File: src/rtl/spi_primary_pkg.sv
// Shared gsensor SPI definitions: FSM encoding, frame width and accelerometer register map.
// Pure declarations, no timing or flow control of its own.
package spi_primary_pkg;

  localparam int XFER_BITS = 16;
  localparam int BIT_CNT_W = 5;

  typedef enum logic [2:0] {
    ST_IDLE  = 3'd0,
    ST_SETUP = 3'd1,
    ST_XFER  = 3'd2,
    ST_HOLD  = 3'd3,
    ST_GAP   = 3'd4
  } spi_state_e;

  localparam logic [5:0] REG_DEVID       = 6'h00;
  localparam logic [5:0] REG_POWER_CTL   = 6'h2D;
  localparam logic [5:0] REG_DATA_FORMAT = 6'h31;
  localparam logic [5:0] REG_DATAX0      = 6'h32;

  // Frame layout on the wire, MSB first: R/W, multi-byte bit (always 0), address, data.
  function automatic logic [XFER_BITS-1:0] make_frame(input logic       rw,
                                                      input logic [5:0] addr,
                                                      input logic [7:0] wdata);
    return {rw, 1'b0, addr, wdata};
  endfunction

endpackage

File: src/rtl/spi_primary_tick_gen.sv
// Half-period timer: counts DIV-1 down to 0 and ticks for one cycle at 0, reloading without drift.
// clr holds the count at DIV-1 so the first tick after release lands exactly DIV cycles later.
module spi_tick_gen #(
  parameter int DIV = 25
) (
  input  logic clk,
  input  logic rst_n,
  input  logic clr,
  output logic tick
);

  localparam logic [7:0] RELOAD = 8'(DIV - 1);

  logic [7:0] cnt;

  always_ff @(posedge clk) begin
    if (!rst_n) begin
      cnt <= RELOAD;
    end else if (clr || (cnt == 8'd0)) begin
      cnt <= RELOAD;
    end else begin
      cnt <= cnt - 8'd1;
    end
  end

  assign tick = (cnt == 8'd0);

endmodule

File: src/rtl/spi_primary.sv
// SPI mode 3 primary for the gsensor register bus: one 16-bit frame per accepted start.
// done pulses 34*CLK_DIV cycles after accept; start is ignored while busy, nothing is queued.
module spi_primary
  import spi_primary_pkg::*;
#(
  parameter int CLK_DIV = 25
) (
  input  logic       clk,
  input  logic       rst_n,
  input  logic       start,
  input  logic       rw,
  input  logic [5:0] addr,
  input  logic [7:0] wdata,
  output logic       busy,
  output logic       done,
  output logic [7:0] rdata,
  output logic       SPI_CSN,
  output logic       SPI_CLK,
  output logic       SPI_SDI,
  input  logic       SPI_SDO
);

  spi_state_e state;
  spi_state_e state_d;

  logic [XFER_BITS-1:0] tx;
  logic [BIT_CNT_W-1:0] bit_cnt;
  logic [7:0]           rx;
  logic                 tick;
  logic                 last_period;
  logic                 rise_en;
  logic [3:0]           bit_idx;

  logic csn_d;
  logic sclk_d;
  logic sdi_d;
  logic done_d;
  logic busy_d;

  spi_tick_gen #(
    .DIV (CLK_DIV)
  ) u_tick_gen (
    .clk   (clk),
    .rst_n (rst_n),
    .clr   (state == ST_IDLE),
    .tick  (tick)
  );

  // bit_cnt counts completed rising edges; 16 means the last high half-period is running.
  assign last_period = (bit_cnt == 5'd16);
  assign rise_en     = (state == ST_XFER) && tick && !SPI_CLK;
  assign bit_idx     = 4'd15 - bit_cnt[3:0];

  always_ff @(posedge clk) begin
    if (!rst_n) begin
      state <= ST_IDLE;
    end else begin
      state <= state_d;
    end
  end

  always_comb begin
    state_d = state;
    case (state)
      ST_IDLE:  if (start) state_d = ST_SETUP;
      ST_SETUP: if (tick) state_d = ST_XFER;
      ST_XFER:  if (tick && SPI_CLK && last_period) state_d = ST_HOLD;
      ST_HOLD:  if (tick) state_d = ST_GAP;
      ST_GAP:   if (tick) state_d = ST_IDLE;
      default:  state_d = ST_IDLE;
    endcase
  end

  // Next values for the pin flops; the first falling edge coincides with leaving SETUP.
  always_comb begin
    csn_d  = SPI_CSN;
    sclk_d = SPI_CLK;
    sdi_d  = SPI_SDI;
    done_d = 1'b0;
    busy_d = (state_d != ST_IDLE);
    case (state)
      ST_IDLE: begin
        csn_d  = !start;
        sclk_d = 1'b1;
        sdi_d  = 1'b1;
      end
      ST_SETUP: begin
        if (tick) begin
          sclk_d = 1'b0;
          sdi_d  = tx[XFER_BITS-1];
        end
      end
      ST_XFER: begin
        if (tick) begin
          if (!SPI_CLK) begin
            sclk_d = 1'b1;
          end else if (!last_period) begin
            sclk_d = 1'b0;
            sdi_d  = tx[bit_idx];
          end
        end
      end
      ST_HOLD: begin
        if (tick) begin
          csn_d  = 1'b1;
          sdi_d  = 1'b1;
          done_d = 1'b1;
        end
      end
      ST_GAP: begin
        csn_d = 1'b1;
      end
      default: begin
        csn_d  = 1'b1;
        sclk_d = 1'b1;
        sdi_d  = 1'b1;
      end
    endcase
  end

  always_ff @(posedge clk) begin
    if (!rst_n) begin
      SPI_CSN <= 1'b1;
      SPI_CLK <= 1'b1;
      SPI_SDI <= 1'b1;
      busy    <= 1'b0;
      done    <= 1'b0;
      rdata   <= 8'h00;
      tx      <= '0;
      bit_cnt <= '0;
      rx      <= 8'h00;
    end else begin
      SPI_CSN <= csn_d;
      SPI_CLK <= sclk_d;
      SPI_SDI <= sdi_d;
      busy    <= busy_d;
      done    <= done_d;
      if (state == ST_IDLE) begin
        bit_cnt <= '0;
        if (start) tx <= make_frame(rw, addr, wdata);
      end else if (rise_en) begin
        bit_cnt <= bit_cnt + 5'd1;
        // Only the data-phase samples (rising edges 8..15) are kept.
        if (bit_cnt[3]) rx <= {rx[6:0], SPI_SDO};
      end
      if (done_d && tx[XFER_BITS-1]) rdata <= rx;
    end
  end

endmodule
File: config.mk
export PLATFORM = sky130hd
export DESIGN_NAME = spi_primary
export DESIGN_NICKNAME = d
export VERILOG_FILES = /design/src/rtl/spi_primary_pkg.sv /design/src/rtl/spi_primary_tick_gen.sv /design/src/rtl/spi_primary.sv
export SDC_FILE = /design/constraint.sdc
export NUM_CORES = 1
export LEC_CHECK = 0
export CAP_MARGIN = 20
export CORE_ASPECT_RATIO = 0.5
export CORE_MARGIN = 4
export CORE_UTILIZATION = 45
export DETAILED_ROUTE_END_ITERATION = 7
export GPL_TIMING_DRIVEN = 0
export PLACE_DENSITY = 0.69
export SLEW_MARGIN = 20
export SYNTH_ARGS = -nofsm -noshare
export SYNTH_HDL_FRONTEND = slang
export SYNTH_SLANG_ARGS = --single-unit
File: constraint.sdc
create_clock -name clk -period 2.4 [get_ports clk]
set_clock_uncertainty 0.1 [all_clocks]
set_input_delay 0.36 -clock clk [delete_from_list [all_inputs] [get_ports clk]]
set_output_delay 0.36 -clock clk [all_outputs]
set_load 0.05 [all_outputs]
Yosys cells after proc, flatten, opt, wreduce, memory -nomap -nowiden
Cells that the tools add are included.

operators by class
  $add $sub $neg = 3
  order comparisons = 1
  equal/unequal tests = 10
  mux-type cells = 22
  bitwise operators = 5
  reductions and logical operators = 20

operators by type and width
  cell                                                 count
  two-way mux 3 bit                                    5
  case mux 3 bit (5 select lines)                      1
  two-way mux 1 bit                                    12
  inequality test 2 bit, second input constant         5
  zero test 8 bit                                      1
  OR reduction 2 bit                                   4
  subtractor 8 x 1 -> 8 bit, second input constant     1
  equality test 3 x 2 -> 1 bit, second input constant  2
  case mux 1 bit (3 select lines)                      2
  AND reduction 3 bit                                  2
  AND reduction 6 bit                                  1
  adder 5 x 1 -> 5 bit, second input constant          1
  equality test 5 bit, second input constant           1
  logical AND 1 bit                                    5
  < comparator 4 x 5 -> 1 bit, second input constant   1
  inverter 1 bit                                       5
  binary-select mux 1 bit (select 4 bit)               1
  case mux 1 bit (4 select lines)                      1
  AND reduction 2 bit                                  2
  subtractor 4 bit, first input constant               1
  equality test 3 x 1 -> 1 bit, second input constant  1
  equality test 3 bit, second input constant           1
  zero test 3 bit                                      1
  nonzero test 3 bit                                   1
  2 further kinds                                      3

storage, ports and cells
  register bits = 52
  output and inout port bits = 13

Logic depth before layout (Yosys ltp)
Gate-level depths: netlist (run 1).

  depth in word-level cells = 7
  depth in mapped cells = 9

By module
Synthesis (run 1) repeated with hierarchy kept, for this count alone.

second synthesis, totals
  cell total of the unflattened synthesis = 259
  area total of the unflattened synthesis = 2467.4 um2

modules (own cells, without submodules)
  module        times used  cells each  area each (um2)  seq. area each (um2)
  spi_primary   1           215         2053.2           880.8
  spi_tick_gen  1           44          414.1            160.2

Least setup slack after synthesis (run 1)
No wires, ideal clock.

  path type = flip-flop to flip-flop
  start = reg bit_cnt[1]
  end = reg SPI_SDI
  data arrival time = 1.758 ns
  path slack = 0.414 ns
  cell stages (with the launch flop) = 7
  clock period less this slack = 1.986 ns
  cells stage by stage = dfxtp_1 -> clkbuf_1 -> mux2_2 -> and3_1 -> o311a_1 -> nor4_1 -> mux2i_1

on the way
  word-level cells in the longest chain between the ends = 7
  elaborated cells on any way between the ends = 10
  classes of those cells = 1 x add/sub; 2 x eq/ne; 6 x mux; 1 x reduce/logical

RTL lines
  item                                     RTL line            text
  from (decl)                              spi_primary.sv:27   logic [BIT_CNT_W-1:0] bit_cnt;
  from (signal assigned)                   spi_primary.sv:142  bit_cnt <= bit_cnt + 5'd1;
  subtractor 4 bit                         spi_primary.sv:52   assign bit_idx = 4'd15 - bit_cnt[3:0];
  binary-select mux 1 bit (select 4 bit)   spi_primary.sv:99   sdi_d = tx[bit_idx];
  two-way mux 1 bit (implied by the code)  spi_primary.sv:99
  two-way mux 1 bit                        spi_primary.sv:97   end else if (!last_period) begin
  two-way mux 1 bit                        spi_primary.sv:95   if (!SPI_CLK) begin
  two-way mux 1 bit                        spi_primary.sv:94   if (tick) begin
  case mux 1 bit (4 select lines)          spi_primary.sv:81   case (state)
  to (signal assigned)                     spi_primary.sv:135  SPI_SDI <= sdi_d;
  to (decl)                                spi_primary.sv:19   output logic SPI_SDI,

Parallel ways exist; a longest one is shown, timed or not. The select of a mux whose other input is x is not followed.
A chain may end at the register's enable or synchronous reset.

Worst setup path in the final report (run 1)
  start = reg u_tick_gen.cnt[0]
  end = reg rdata[1]

on the way
  word-level cells in the longest chain between the ends = 4

RTL lines
  item                    RTL line                    text
  from (decl)             spi_primary_tick_gen.sv:14  logic [7:0] cnt;
  from (signal assigned)  spi_primary_tick_gen.sv:22  cnt <= cnt - 8'd1;
  zero test 8 bit         spi_primary_tick_gen.sv:26  assign tick = (cnt == 8'd0);
  two-way mux 1 bit       spi_primary.sv:104          if (tick) begin
  two-way mux 1 bit       spi_primary.sv:81
  logical AND 1 bit       spi_primary.sv:146          if (done_d && tx[XFER_BITS-1]) rdata <= rx;
  to (signal assigned)    spi_primary.sv:146
  to (decl)               spi_primary.sv:16           output logic [7:0] rdata,

Every way passes these cells.

==> results of run 1 <==
[layer usage]
layer | part of all wire | global-route usage | vias to the layer above | routed length [um]
met5 | 0 | 0 | - | 0
li1 | - | - | 980 | -
met4 | 0.018 | 0.0622 | 0 | 87
met2 | 0.45 | 0.265 | 46 | 2150
met3 | 0.056 | 0.0383 | 10 | 267
met1 | 0.48 | 0.197 | 878 | 2280
[registers in the layout, summed over array words and instances (netlist names)]
name,cells
SPI_SDI,1
busy,1
u_tick_gen.cnt,8
SPI_CLK,1
done,1
rx,8
tx,15
state,3
bit_cnt,5
SPI_CSN,1
rdata,8
[report_power, final]
| part | switching [mW] | internal [mW] | total [mW] |
|---|---|---|---|
| Combinational | 0.0885 | 0.0812 | 0.170 |
| Sequential | 0.0171 | 0.889 | 0.906 |
| Clock | 0.279 | 0.310 | 0.589 |
[critical path: stages, from the launching register on]
cell and delay [ns]:
dfxtp_1 0.34, inv_1 0.09, ha_1 0.16, nor4b_2 0.27, nand2_1 0.16, or4b_1 0.55
buf_6 0.17, mux2i_1 0.15, nor2b_1 0.06
[area by class of cell]
cell class | instances | area, sq um
Buffer | 17 | 76.3
Clock buffer | 6 | 72.6
Clock inverter | 2 | 35.0
Fill cell | 458 | 2130
Inverter | 7 | 26.3
Multi-Input combinational cell | 191 | 1180
Sequential cell | 52 | 1040
Tap cell | 70 | 87.6
Timing Repair Buffer | 31 | 310
[synth_stat cells (2+ instances only)]
cell / number / area, sq um
nor2b_1: 10 / 62.6
buf_2: 2 / 10.0
xnor2_1: 6 / 52.6
dfxtp_1: 52 / 1040
nor4b_1: 2 / 17.5
inv_1: 7 / 26.3
a21oi_1: 6 / 30.0
a211oi_1: 2 / 15.0
a21boi_0: 24 / 180
and2_1: 2 / 12.5
nor3_1: 3 / 15.0
ha_1: 4 / 50.1
nand3_1: 13 / 65.1
clkbuf_1: 13 / 48.8
and3_1: 3 / 18.8
o2111ai_1: 2 / 17.5
o311a_1: 2 / 20.0
o21ai_0: 5 / 25.0
nand2_1: 52 / 195
xor2_1: 3 / 26.3
nor2_1: 20 / 75.1
mux2i_1: 13 / 130
[path summary, 6_finish.rpt]
check,startpoint,to
worst min-delay path,u_tick_gen.cnt[0],u_tick_gen.cnt[0]
worst max register to register,u_tick_gen.cnt[0],rdata[1]
worst min register to register,u_tick_gen.cnt[0],u_tick_gen.cnt[0]
worst max-delay path,u_tick_gen.cnt[0],rdata[1]
[through the flow]
stage / power [mW] / cells / hold slack, ns
floorplan: 1.03 / 267 / 0.314
global placement: 1.09 / 368 / 0.324
detailed placement: 1.10 / 368 / 0.340
CTS: 1.68 / 376 / 0.356
global route: 1.73 / 376 / 0.389
finish: 1.66 / 376 / 0.355
[cell families (layout without fill, tap and decap cells)]
family,after synthesis,in the layout,synth area share
multiplexers,15,15,0.0706
buffers and inverters,24,63,0.0436
adder cells (fa/ha/maj),4,4,0.0216
AND/OR/NAND/NOR,117,117,0.242
AO/OA/AOI/OAI,46,46,0.140
flip-flops,52,52,0.448
XOR/XNOR,9,9,0.0339
[what timing repair did]
action | in CTS | in global routing
endpoints found under the setup margin | 0 | 1
gates resized for setup | 0 | 2
hold endpoints to repair | 0 | 0
hold buffers | 0 | 0
==> results.sh, run 1 <==
export IMPL_status="completed"
export IMPL_hp_class="reg -> reg"
export IMPL_routed_wl_um=4790
export IMPL_antenna_found_initial=0
export IMPL_cts_buffers=5
export IMPL_path_class="reg -> reg"
export IMPL_fin_nets=328
export IMPL_syn_to_final_growth_pct=21.8
export IMPL_detail_route_antenna_nets=0
export IMPL_arrival_ns=2.29
export IMPL_r2r_cells=8
export IMPL_drcViolationCount=0
export IMPL_rows=18
export IMPL_grt_max_degree=16
export IMPL_setup_tns_ns=0
export IMPL_grt_pass1_wl_um=7900
export IMPL_synthFlopType="dfxtp_1"
export IMPL_final_cell_mix="dfxtp_1, nand2_1, clkdlybuf4s50_1"
export IMPL_dieArea_sq_um=6440
export IMPL_crit_required_ns=2.50
export IMPL_post_route_min_period_ns=2.19
export IMPL_rsz0062_at_grt="false"
export IMPL_cts_root_buf="clkbuf_8"
export IMPL_cts_max_path_buffers=2
export IMPL_power_density_nw_per_um2=588
export IMPL_maxSlewViolCount=0
export IMPL_io_pins=32
export IMPL_avgSynthCellArea_sq_um=8.70
export IMPL_track_usage=0.158
export IMPL_drt_iter0_drc=42
export IMPL_r2r_slack_ns=0.21
export IMPL_grt_pass1_vias=1780
export IMPL_overflow=0
export IMPL_fp_dieW_um=110
export IMPL_core_sq_um=4950
export IMPL_p_leak_nw=1.04
export IMPL_initial_core_util=0.469
export IMPL_synth_seq_cells=52
export IMPL_fin_ws_ns=0.212
export IMPL_crit_fanout=8
export IMPL_pre_cts_slack_ns=0.165
export IMPL_finalHoldViolCount=0
export IMPL_synth_edf_count=0
export IMPL_fin_crit_sh=0.912
export IMPL_maxCapViolations=0
export IMPL_clock_latency_ns=0.31
export IMPL_first_pass_iters=4
export IMPL_worst_pin_slew_ns=0.590
export IMPL_netlist_area_sq_um=2320
export IMPL_avgRoutedWirePerCell_um=12.7
export IMPL_end_kind="register"
export IMPL_vias=1914
export IMPL_portBuffers=31
export IMPL_dpl_instance_area_sq_um=2720
export IMPL_post_cts_buffers=0
export IMPL_postSynthCellCount=267
export IMPL_drive_gt1_frac=0.0588
export IMPL_ys_warn_count=0
export IMPL_place_congestion=0.857
export IMPL_cp_start_kind="register"
export IMPL_fmax_mhz=457
export IMPL_hpwl_um=3590
export IMPL_holdPathStages=1
export IMPL_cts_sinks=52
export IMPL_async_flop_share=0
export IMPL_synth_cell_types=43
export IMPL_ys_seq_area_frac=0.448
export IMPL_syn_num_nets=290
export IMPL_slew_limit_headroom=0.604
export IMPL_final_area_sq_um=2830
export IMPL_cts_tree="built"
export IMPL_avgViaCountPerCell=5.09
export IMPL_vdd_drop_max_v=0.000286
export IMPL_setup_viol=0
export IMPL_final_util=0.571
export IMPL_clk_pin_slew_worst_paths_ns=0.09
export IMPL_cts_max_level=2
export IMPL_die_h_um=58.8
export IMPL_antenna_cells=0
Power figures use the tool's default switching activity.
==> run 2, diff against run 1 <==
--- a/config.mk
+++ b/config.mk
@@ -11,6 +11,7 @@
 export CORE_UTILIZATION = 45
 export DETAILED_ROUTE_END_ITERATION = 7
 export GPL_TIMING_DRIVEN = 0
+export HOLD_SLACK_MARGIN = 0.02
 export PLACE_DENSITY = 0.69
 export SLEW_MARGIN = 20
 export SYNTH_ARGS = -nofsm -noshare
==> constraint.sdc (replaced) <==
create_clock -name clk -period 2.42 [get_ports clk]
set_clock_uncertainty 0.1 [all_clocks]
set_input_delay 0.363 -clock clk [delete_from_list [all_inputs] [get_ports clk]]
set_output_delay 0.363 -clock clk [all_outputs]
set_load 0.05 [all_outputs]
==> results.sh, run 2 (synthesis gave the netlist of run 1 again) <==
export IMPL_core_sq_um=4950
export IMPL_crit_family="multiplexers"
export IMPL_vdd_drop_max_v=0.000284
export IMPL_holdWs_ns=0.355
export IMPL_clk_pin_slew_worst_paths_ns=0.09
export IMPL_busiest_layer="met2"
export IMPL_holdPathEnd="u_tick_gen.cnt[0]"
export IMPL_routed_wl_um=4780
export IMPL_hp_start="u_tick_gen.cnt[0]"
export IMPL_cts_tree="built"
export IMPL_arrival_ns=2.31
export IMPL_switching_share=0.231
export IMPL_dieArea_sq_um=6440
export IMPL_crit_fanout=8
export IMPL_regMostFlops="tx"
export IMPL_holdPathStages=1
export IMPL_post_cts_buffers=0
export IMPL_cts_root_buf="clkbuf_8"
export IMPL_largest_reg_flops=15
export IMPL_syn_to_final_growth_pct=21.8
export IMPL_dpl_instance_area_sq_um=2720
export IMPL_clock_latency_ns=0.31
export IMPL_grtUsageMet3=0.0383
export IMPL_dp_cells=368
export IMPL_detail_route_antenna_nets=0
export IMPL_r2r_cells=6
export IMPL_io_pins=32
export IMPL_postCtsHoldBufs=0
export IMPL_cts_max_level=2
export IMPL_fmax_mhz=450
export IMPL_place_congestion=0.857
export IMPL_rsz0062_at_grt="false"
export IMPL_overflow=0
export IMPL_hpwl_um=3590
export IMPL_path_class="reg -> reg"
export IMPL_crit_chain="clkbuf_1 -> mux2_2 -> and3_1 -> o311a_1 -> nor4_1 -> mux2i_1"
export IMPL_intPower_mw=1.27
export IMPL_end_kind="register"
export IMPL_fp_dieW_um=110
export IMPL_vias=1914
export IMPL_maxSlewViolCount=0
export IMPL_final_cell_mix="dfxtp_1, nand2_1, clkdlybuf4s50_1"
export IMPL_reg2reg_to="SPI_SDI"
export IMPL_p_clk_frac=0.354
export IMPL_post_route_min_period_ns=2.22
export IMPL_die_h_um=58.8
export IMPL_track_usage=0.158
export IMPL_maxCapViolations=0
export IMPL_fin_ws_ns=0.196
export IMPL_cts_max_path_buffers=2
export IMPL_finalHoldViolCount=0
export IMPL_antenna_found_initial=0
export IMPL_status="completed"
export IMPL_grtUsageMet2=0.265
export IMPL_fin_nets=328
export IMPL_path_buf_inv=1
export IMPL_cp_start_kind="register"
export IMPL_cpPeakStageDelay_ns=0.39
export IMPL_grt_max_degree=16
export IMPL_first_pass_iters=4
export IMPL_pre_cts_slack_ns=0.185
export IMPL_worst_pin_slew_ns=0.590
export IMPL_p_leak_nw=1.03
export IMPL_avgRoutedWirePerCell_um=12.7
export IMPL_layout_cells_non_filler=376
export IMPL_hp_class="reg -> reg"
export IMPL_setup_viol=0
export IMPL_cts_buffers=5
export IMPL_r2r_start="bit_cnt[1]"
export IMPL_p_sw_mw=0.382
export IMPL_portBuffers=31
export IMPL_grt_pass1_vias=1780
export IMPL_crit_required_ns=2.51
export IMPL_initial_core_util=0.469
export IMPL_drcViolationCount=0
export IMPL_fin_crit_sh=0.919
export IMPL_setup_tns_ns=0
export IMPL_drive_gt1_frac=0.0556
export IMPL_cts_sinks=52
export IMPL_r2r_slack_ns=0.20
export IMPL_avgViaCountPerCell=5.09
export IMPL_cts_resized_gates=0
export IMPL_grt_use_met1=0.197
export IMPL_slew_limit_headroom=0.604
export IMPL_grt_pass1_wl_um=7900
export IMPL_antenna_cells=0
export IMPL_comb_power_share=0.102
export IMPL_drt_iter0_drc=42
export IMPL_rows=18
export IMPL_power_density_nw_per_um2=584
export IMPL_p_seq_frac=0.544
export IMPL_cp_slowest_cell="mux2_2"
export IMPL_final_area_sq_um=2830
## run 2: through the flow
step,power (mW),util
floorplan,1.02,-
global placement,1.08,0.549
detailed placement,1.09,0.549
CTS,1.67,0.571
global route,1.72,0.571
finish,1.65,0.571
## run 2: layout make-up
type	count	area, sq um
plain buffers	17	75.1
clock buffers	6	72.6
flip-flops and latches	52	1040
repair buffers	31	310
inverters	7	26.3
fillers	459	2130
well taps	70	87.6
multi-input cells	191	1180
clock inverters	2	35.0
## run 2: power by group through the flow
stage	Clock [mW]	Sequential (mW)	Combinational [mW]
after floorplan	0	0.931	0.0893
after global placement	0	0.917	0.164
after detailed placement	0	0.918	0.169
after CTS	0.599	0.898	0.170
after global routing	0.633	0.902	0.184
final	0.584	0.898	0.168
## run 2: worst max path at each step
stage | end | slack, ns | startpoint | depth (start not counted)
floorplan | SPI_SDI | 0.43 | bit_cnt[1] | 6
global placement | SPI_SDI | 0.26 | bit_cnt[1] | 6
detailed placement | SPI_SDI | 0.18 | bit_cnt[1] | 6
CTS | SPI_SDI | 0.17 | bit_cnt[1] | 6
global route | SPI_SDI | 0.02 | bit_cnt[1] | 6
finish | SPI_SDI | 0.20 | bit_cnt[1] | 6
## run 2: routing by layer
layer | vias to the layer above | share of wire
li1 | 980 | -
met1 | 878 | 0.48
met2 | 46 | 0.45
met3 | 10 | 0.056
met4 | 0 | 0.018
met5 | - | 0
